File: src/rtl/demux_1to2_router.sv
// Packet router: steers whole valid/ready packets to y0 or y1 (header-directed or round-robin) through a one-entry output register.
// Latency 1 cycle; in_ready follows the ready of the held beat's output, so streaming has no bubbles and a stalled output stalls the input.
module demux_1to2_router #(
    parameter int WIDTH = 8,
    parameter int CNT_W = 8
) (
    input  logic             clk,
    input  logic             rst,
    input  logic [WIDTH-1:0] in_data,
    input  logic             in_valid,
    input  logic             in_last,
    input  logic             in_dest,
    input  logic             mode,
    output logic             in_ready,
    output logic [WIDTH-1:0] y0_data,
    output logic             y0_valid,
    output logic             y0_last,
    input  logic             y0_ready,
    output logic [WIDTH-1:0] y1_data,
    output logic             y1_valid,
    output logic             y1_last,
    input  logic             y1_ready,
    output logic             sel,
    output logic             busy,
    output logic [CNT_W-1:0] pkt_cnt0,
    output logic [CNT_W-1:0] pkt_cnt1
);

    typedef enum logic {IDLE = 1'b0, ROUTE = 1'b1} state_t;

    typedef struct packed {
        logic [WIDTH-1:0] dat;
        logic             last;
        logic             dest;
        logic             vld;
    } hold_t;

    state_t           state_q, state_d;
    hold_t            hold_q, hold_d;
    logic             sel_q, sel_d;
    logic             rr_next_q, rr_next_d;
    logic             rr_pkt_q, rr_pkt_d;
    logic [CNT_W-1:0] cnt0_q, cnt0_d;
    logic [CNT_W-1:0] cnt1_q, cnt1_d;

    logic hold_rdy;
    logic deliver;
    logic accept;
    logic route;
    logic pkt_rr;

    assign hold_rdy = hold_q.dest ? y1_ready : y0_ready;
    assign deliver  = hold_q.vld & hold_rdy;
    assign in_ready = ~hold_q.vld | hold_rdy;
    assign accept   = in_valid & in_ready;

    // Route and round-robin origin are taken from the inputs only on a packet's first beat.
    assign route  = (state_q == IDLE) ? (mode ? rr_next_q : in_dest) : sel_q;
    assign pkt_rr = (state_q == IDLE) ? mode : rr_pkt_q;

    always_comb begin
        state_d   = state_q;
        hold_d    = hold_q;
        sel_d     = sel_q;
        rr_next_d = rr_next_q;
        rr_pkt_d  = rr_pkt_q;
        cnt0_d    = cnt0_q;
        cnt1_d    = cnt1_q;

        if (deliver) begin
            hold_d.vld = 1'b0;
            if (hold_q.last) begin
                if (hold_q.dest) cnt1_d = cnt1_q + CNT_W'(1);
                else             cnt0_d = cnt0_q + CNT_W'(1);
            end
        end

        if (accept) begin
            hold_d.dat  = in_data;
            hold_d.last = in_last;
            hold_d.dest = route;
            hold_d.vld  = 1'b1;
            if (state_q == IDLE) begin
                sel_d    = route;
                rr_pkt_d = mode;
            end
            if (in_last) begin
                state_d = IDLE;
                if (pkt_rr) rr_next_d = ~rr_next_q;
            end else begin
                state_d = ROUTE;
            end
        end
    end

    always_ff @(posedge clk) begin
        if (rst) begin
            state_q   <= IDLE;
            hold_q    <= '0;
            sel_q     <= 1'b0;
            rr_next_q <= 1'b0;
            rr_pkt_q  <= 1'b0;
            cnt0_q    <= '0;
            cnt1_q    <= '0;
        end else begin
            state_q   <= state_d;
            hold_q    <= hold_d;
            sel_q     <= sel_d;
            rr_next_q <= rr_next_d;
            rr_pkt_q  <= rr_pkt_d;
            cnt0_q    <= cnt0_d;
            cnt1_q    <= cnt1_d;
        end
    end

    assign y0_valid = hold_q.vld & ~hold_q.dest;
    assign y1_valid = hold_q.vld &  hold_q.dest;
    assign y0_data  = y0_valid ? hold_q.dat : '0;
    assign y1_data  = y1_valid ? hold_q.dat : '0;
    assign y0_last  = y0_valid & hold_q.last;
    assign y1_last  = y1_valid & hold_q.last;
    assign sel      = sel_q;
    assign busy     = (state_q == ROUTE) | hold_q.vld;
    assign pkt_cnt0 = cnt0_q;
    assign pkt_cnt1 = cnt1_q;

endmodule

File: config.mk
export PLATFORM = sky130hd
export DESIGN_NAME = demux_1to2_router
export DESIGN_NICKNAME = d
export VERILOG_FILES = /design/src/rtl/demux_1to2_router.sv
export SDC_FILE = /design/constraint.sdc
export NUM_CORES = 1
export LEC_CHECK = 0
export BUFFER_PORTS_ARGS = -buffer_cell sky130_fd_sc_hd__buf_2
export CORE_MARGIN = 1.5
export CORE_UTILIZATION = 35
export DETAILED_ROUTE_END_ITERATION = 8
export GPL_TIMING_DRIVEN = 0
export PLACE_DENSITY = 0.59
export SLEW_MARGIN = 20
export SYNTH_ARGS = -nofsm -noshare
export SYNTH_HDL_FRONTEND = slang
export SYNTH_SLANG_ARGS = --single-unit
File: constraint.sdc
create_clock -name clk -period 1.55 [get_ports clk]
set_clock_uncertainty 0.15 [all_clocks]
set_input_delay 0.2325 -clock clk [delete_from_list [all_inputs] [get_ports clk]]
set_output_delay 0.2325 -clock clk [all_outputs]
set_load 0.02 [all_outputs]
Yosys cells after proc, flatten, opt, wreduce, memory -nomap -nowiden
Cells that the tools add are included.
{"block": "word_totals", "ff_bits": 31, "out_inout_bits": 39}
{"block": "classes", "n_reduce_logical": 5, "bitwise_logic": 12, "muxes": 9, "n_addsub": 2}
{"operator": "8-bit by 1-bit adder with 8-bit output, second input constant", "n": 2}
{"operator": "8-bit 2-to-1 mux", "n": 2}
{"operator": "3-bit AND reduction", "n": 3}
{"operator": "1-bit 2-to-1 mux", "n": 7}
{"operator": "1-bit AND", "n": 6}
{"operator": "1-bit inverter", "n": 4}
{"operator": "1-bit bitwise OR", "n": 2}
{"operator": "2-bit AND reduction", "n": 1}
{"operator": "2-bit nonzero test", "n": 1}

Depth between registers and ports, before layout
{"block": "depth", "ltp_word": 4, "depth_mapped": 5}

Worst setup path after synthesis
No wires, ideal clock.
{"block": "synth_path", "path_type": "reg2reg", "start": "register cnt0_q[0], in the netlist pkt_cnt0[0]", "end": "register cnt0_q[6], in the netlist pkt_cnt0[6]", "setup_slack_ns": -0.055, "path_buffers": 0, "period_less_slack_ns": 1.605, "arrival_ns": 1.385, "required_time_ns": 1.329, "stages_incl_launch_ff": 5, "setup_time_ns": 0.071, "cell_sequence": "dfxtp_1 -> ha_1 -> inv_1 -> or4_1 -> a21oi_1"}
{"block": "synth_between", "elab_chain_cells": 1}
{"element": "from (decl)", "line": "43", "text": "logic [CNT_W-1:0] cnt0_q, cnt0_d;"}
{"element": "from (signal assigned)", "line": "111", "text": "cnt0_q <= cnt0_d;"}
{"element": "8-bit by 1-bit adder with 8-bit output", "line": "74", "text": "else cnt0_d = cnt0_q + CNT_W'(1);"}
No other way between the ends.
A chain may end at the register's enable or synchronous reset.

Worst setup path in the final report
{"block": "layout_path", "start": "register hold_q[1] (netlist name)", "end": "output y0_last"}
{"block": "layout_between", "elab_chain_cells": 3}
{"element": "from (decl)", "line": "39", "text": "hold_t hold_q, hold_d;"}
{"element": "from (signal assigned)", "line": "107", "text": "hold_q <= hold_d;"}
{"element": "1-bit inverter (no line)"}
{"element": "1-bit AND", "line": "116", "text": "assign y0_valid = hold_q.vld & ~hold_q.dest;"}
{"element": "1-bit AND", "line": "120", "text": "assign y0_last = y0_valid & hold_q.last;"}
{"element": "to (decl)", "line": "17", "text": "output logic y0_last,"}
No other way between the ends.

==> impl_metrics.tcl <==
set metrics [dict create \
    hpwl_mm 2.627 \
    fmax_mhz 623.8 \
    dp_cells 285 \
    initial_utilization 0.3588 \
    hold_violations 0 \
    worst_slack_ns -0.05310 \
    htree_levels 2 \
    grt_pass1_wl_mm 6.568 \
    rows 24 \
    p_leak_nw 1.057 \
    io_pins 55 \
    die_area_mm2 0.004841 \
    ys.flop_type "dfxtp_1" \
    drc 0 \
    n_antenna_cell 0 \
    yosysSeqAreaShare 0.4000 \
    clock_sinks 31 \
    grt_max_degree 11 \
    period_share 1.034 \
    syn_inst 179 \
    fin_hold_ws_ns 0.04296 \
    worstPathMaxFanout 6 \
    cts.reportedPaths.clkPinSlew_ns 0.06 \
    cts_buffer_depth 2 \
    die_x_um 69.58 \
    setup_violations 10 \
    cp-start-kind "flop" \
    root_buffer "clkbuf_8" \
    synth_compound_area_frac 0.1161 \
    min_path_type "input port to flop" \
    yosys.area_share.adder 0.01613 \
    first_pass_iters 4 \
    status "complete, but fails checks" \
    drt_iter0_drc 81 \
    synth_simple_gate_area_share 0.2855 \
    track_usage 0.1695 \
    drive_above_1_share 0.4297 \
    p_per_area_mw_per_mm2 765.4 \
    syn_area_mm2 0.001551 \
    insertion_delay_ns 0.28 \
    p_comb_frac 0.158 \
    grt_pass1_vias 1347 \
    p_seq_frac 0.489 \
    critPathCaptureType "output port" \
    switching_power_uw 466.4 \
    cts.hold.buffers_added 0 \
    grt_overflow_total 0 \
    numCtsBuffers 5 \
    async_flop_share 0 \
    vdd_drop_max_uv 515.9 \
    vias 1507 \
    maxSlewHeadroom 0.6640 \
    final_nets 266 \
    wl_mm 3.993 \
    arrival_ns 1.22 \
    switching_share 0.2689 \
    area_growth_pct 46.05 \
    tritoncts "done" \
    critPathKind "flop to output port" \
    clockPowerShare 0.353 \
    wire_per_inst_um 13.27 \
    ys_warn_count 0 \
    slew_viol_final 0 \
    synth_edf_count 0 \
    synth_seq_cells 31 \
    rsz0062_at_grt "yes" \
    synth.distinct_cells 33 \
    required_ns 1.17 \
    finalCriticalPeriod_ns 1.603 \
    fin_util 0.5240 \
    place_congestion 0.7595 \
    vias_per_cell 5.007 \
    maxCapViolations 0 \
    p_int_mw 1.268 \
    worstMarginPinSlew_ns 0.5041 \
    layout.cells.non_filler 301 \
    io_buffers 54 \
    synth_top_family_by_area "simple AND/OR/NAND/NOR gates" \
    ant_nets 0 \
    synthXorXnorAreaFrac 0.01129 \
    syn_avg_cell_area_um2 8.668 \
    antenna_found_initial 0 \
    synth_fp_nets 197 \
    fillers 429 \
    violations "negative setup slack" \
    die_h_um 69.58 \
    core-area_mm2 0.004324 \
    synthMuxAreaShare 0.1258 \
]
state kept, by name, indices dropped and copies added (netlist names):
register   cells
hold_q        11
pkt_cnt0       8
pkt_cnt1       8
rr_next_q      1
rr_pkt_q       1
sel            1
state_q        1
kinds of logic after synthesis:
group,count (synthesis)
multiplexers,19
buffers and inverters,16
XOR/XNOR,2
AO/OA/AOI/OAI,29
adder cells (fa/ha/maj),2
flip-flops,31
AND/OR/NAND/NOR,80
synth_stat cells, types with 2 or more instances:
cell type	number	share of area
a21oi_1	12	0.039
and2_1	10	0.040
and3_1	9	0.036
buf_2	2	0.0065
buf_4	2	0.0097
clkbuf_1	6	0.015
dfxtp_1	31	0.40
ha_1	2	0.016
inv_1	5	0.012
mux2_1	3	0.022
mux2i_1	15	0.097
nand2_1	26	0.063
nand3_1	5	0.016
nand4_1	3	0.012
nor2_1	7	0.017
nor2b_1	4	0.016
o21ai_0	5	0.016
o31ai_1	6	0.029
or2_2	2	0.0081
or3_1	5	0.020
or4_1	6	0.029
xor2_1	2	0.011
stage by stage:
| step | cell area (µm²) | setup WS [ns] | total power [mW] | setup TNS, ns |
|---|---|---|---|---|
| 6_report | 2266 | -0.05310 | 1.734 | -0.3898 |
| 5_1_grt | 2266 | -0.09393 | 1.821 | -1.127 |
| 4_1_cts | 2167 | -0.08932 | 1.740 | -0.9474 |
| 3_5_place_dp | 1891 | -0.08692 | 1.063 | -1.145 |
| 3_3_place_gp | 1891 | -0.07152 | 1.061 | -0.9986 |
| 2_1_floorplan | 1555 | 0.02875 | 0.9918 | 0 |
cell usage in the layout (no fill, tap or decap), types with 4 or more instances in the layout:
cell type | Yosys | routed
or3_1 | 5 | 5
dfxtp_4 | 0 | 4
buf_6 | 0 | 15
inv_1 | 5 | 5
buf_2 | 2 | 34
and3_1 | 9 | 9
buf_4 | 2 | 16
clkbuf_8 | 0 | 6
mux2i_1 | 15 | 14
o31ai_1 | 6 | 6
or4_1 | 6 | 5
and2_4 | 0 | 9
dfxtp_2 | 0 | 4
o21ai_0 | 5 | 5
nand3_1 | 5 | 5
nand2_1 | 26 | 26
dfxtp_1 | 31 | 23
a21oi_1 | 12 | 12
nor2_1 | 7 | 7
critical path, stage by stage (launching register included):
cell,delay [ns]
dfxtp_4,0.38
nor2b_4,0.17
buf_8,0.13
and2_4,0.14
buf_6,0.11
area by class of cell:
type                    count  area, µm²  area share
inverters                   5      18.77    0.008283
repair buffers             63      440.4      0.1944
clock buffers               5      68.82     0.03037
plain buffers              10      85.08     0.03755
well taps                  52      65.06     0.02871
flip-flops and latches     31      640.6      0.2827
clock inverters             3      15.01    0.006626
multi-input cells         132      932.1      0.4114
routing by layer:
metal	up-vias	share of wire	global-route usage
li1	772	-	-
met1	700	0.46	0.2237
met2	29	0.48	0.2639
met3	6	0.037	0.04651
met4	0	0.016	0.06536
met5	-	0	0
path summary, 6_finish.rpt:
kind	startpoint	endpoint	slack, ns	cells after the start
setup / recovery	hold_q[1]	y0_last	-0.05	4
hold / removal	in_data[7]	hold_q[10]	0.04	3
setup reg to reg	hold_q[1]	rr_next_q	0.03	4
hold reg to reg	hold_q[8]	hold_q[8]	0.32	2
power by group through the flow:
stage               clock [mW]  combinational, mW  sequential, mW
CTS                      0.636              0.252           0.852
floorplan                    0              0.131           0.861
global route             0.672              0.295           0.854
finish                   0.612              0.274           0.849
detailed placement           0              0.197           0.866
global placement             0              0.197           0.864
what timing repair did:
item	CTS	global route
gates cloned	1	1
hold endpoints to repair	0	0
endpoints found under the setup margin	38	45
setup buffers	3	4
pin swaps	9	3
resized for setup	53	27
No activity file was read; power rests on OpenSTA's default activity.
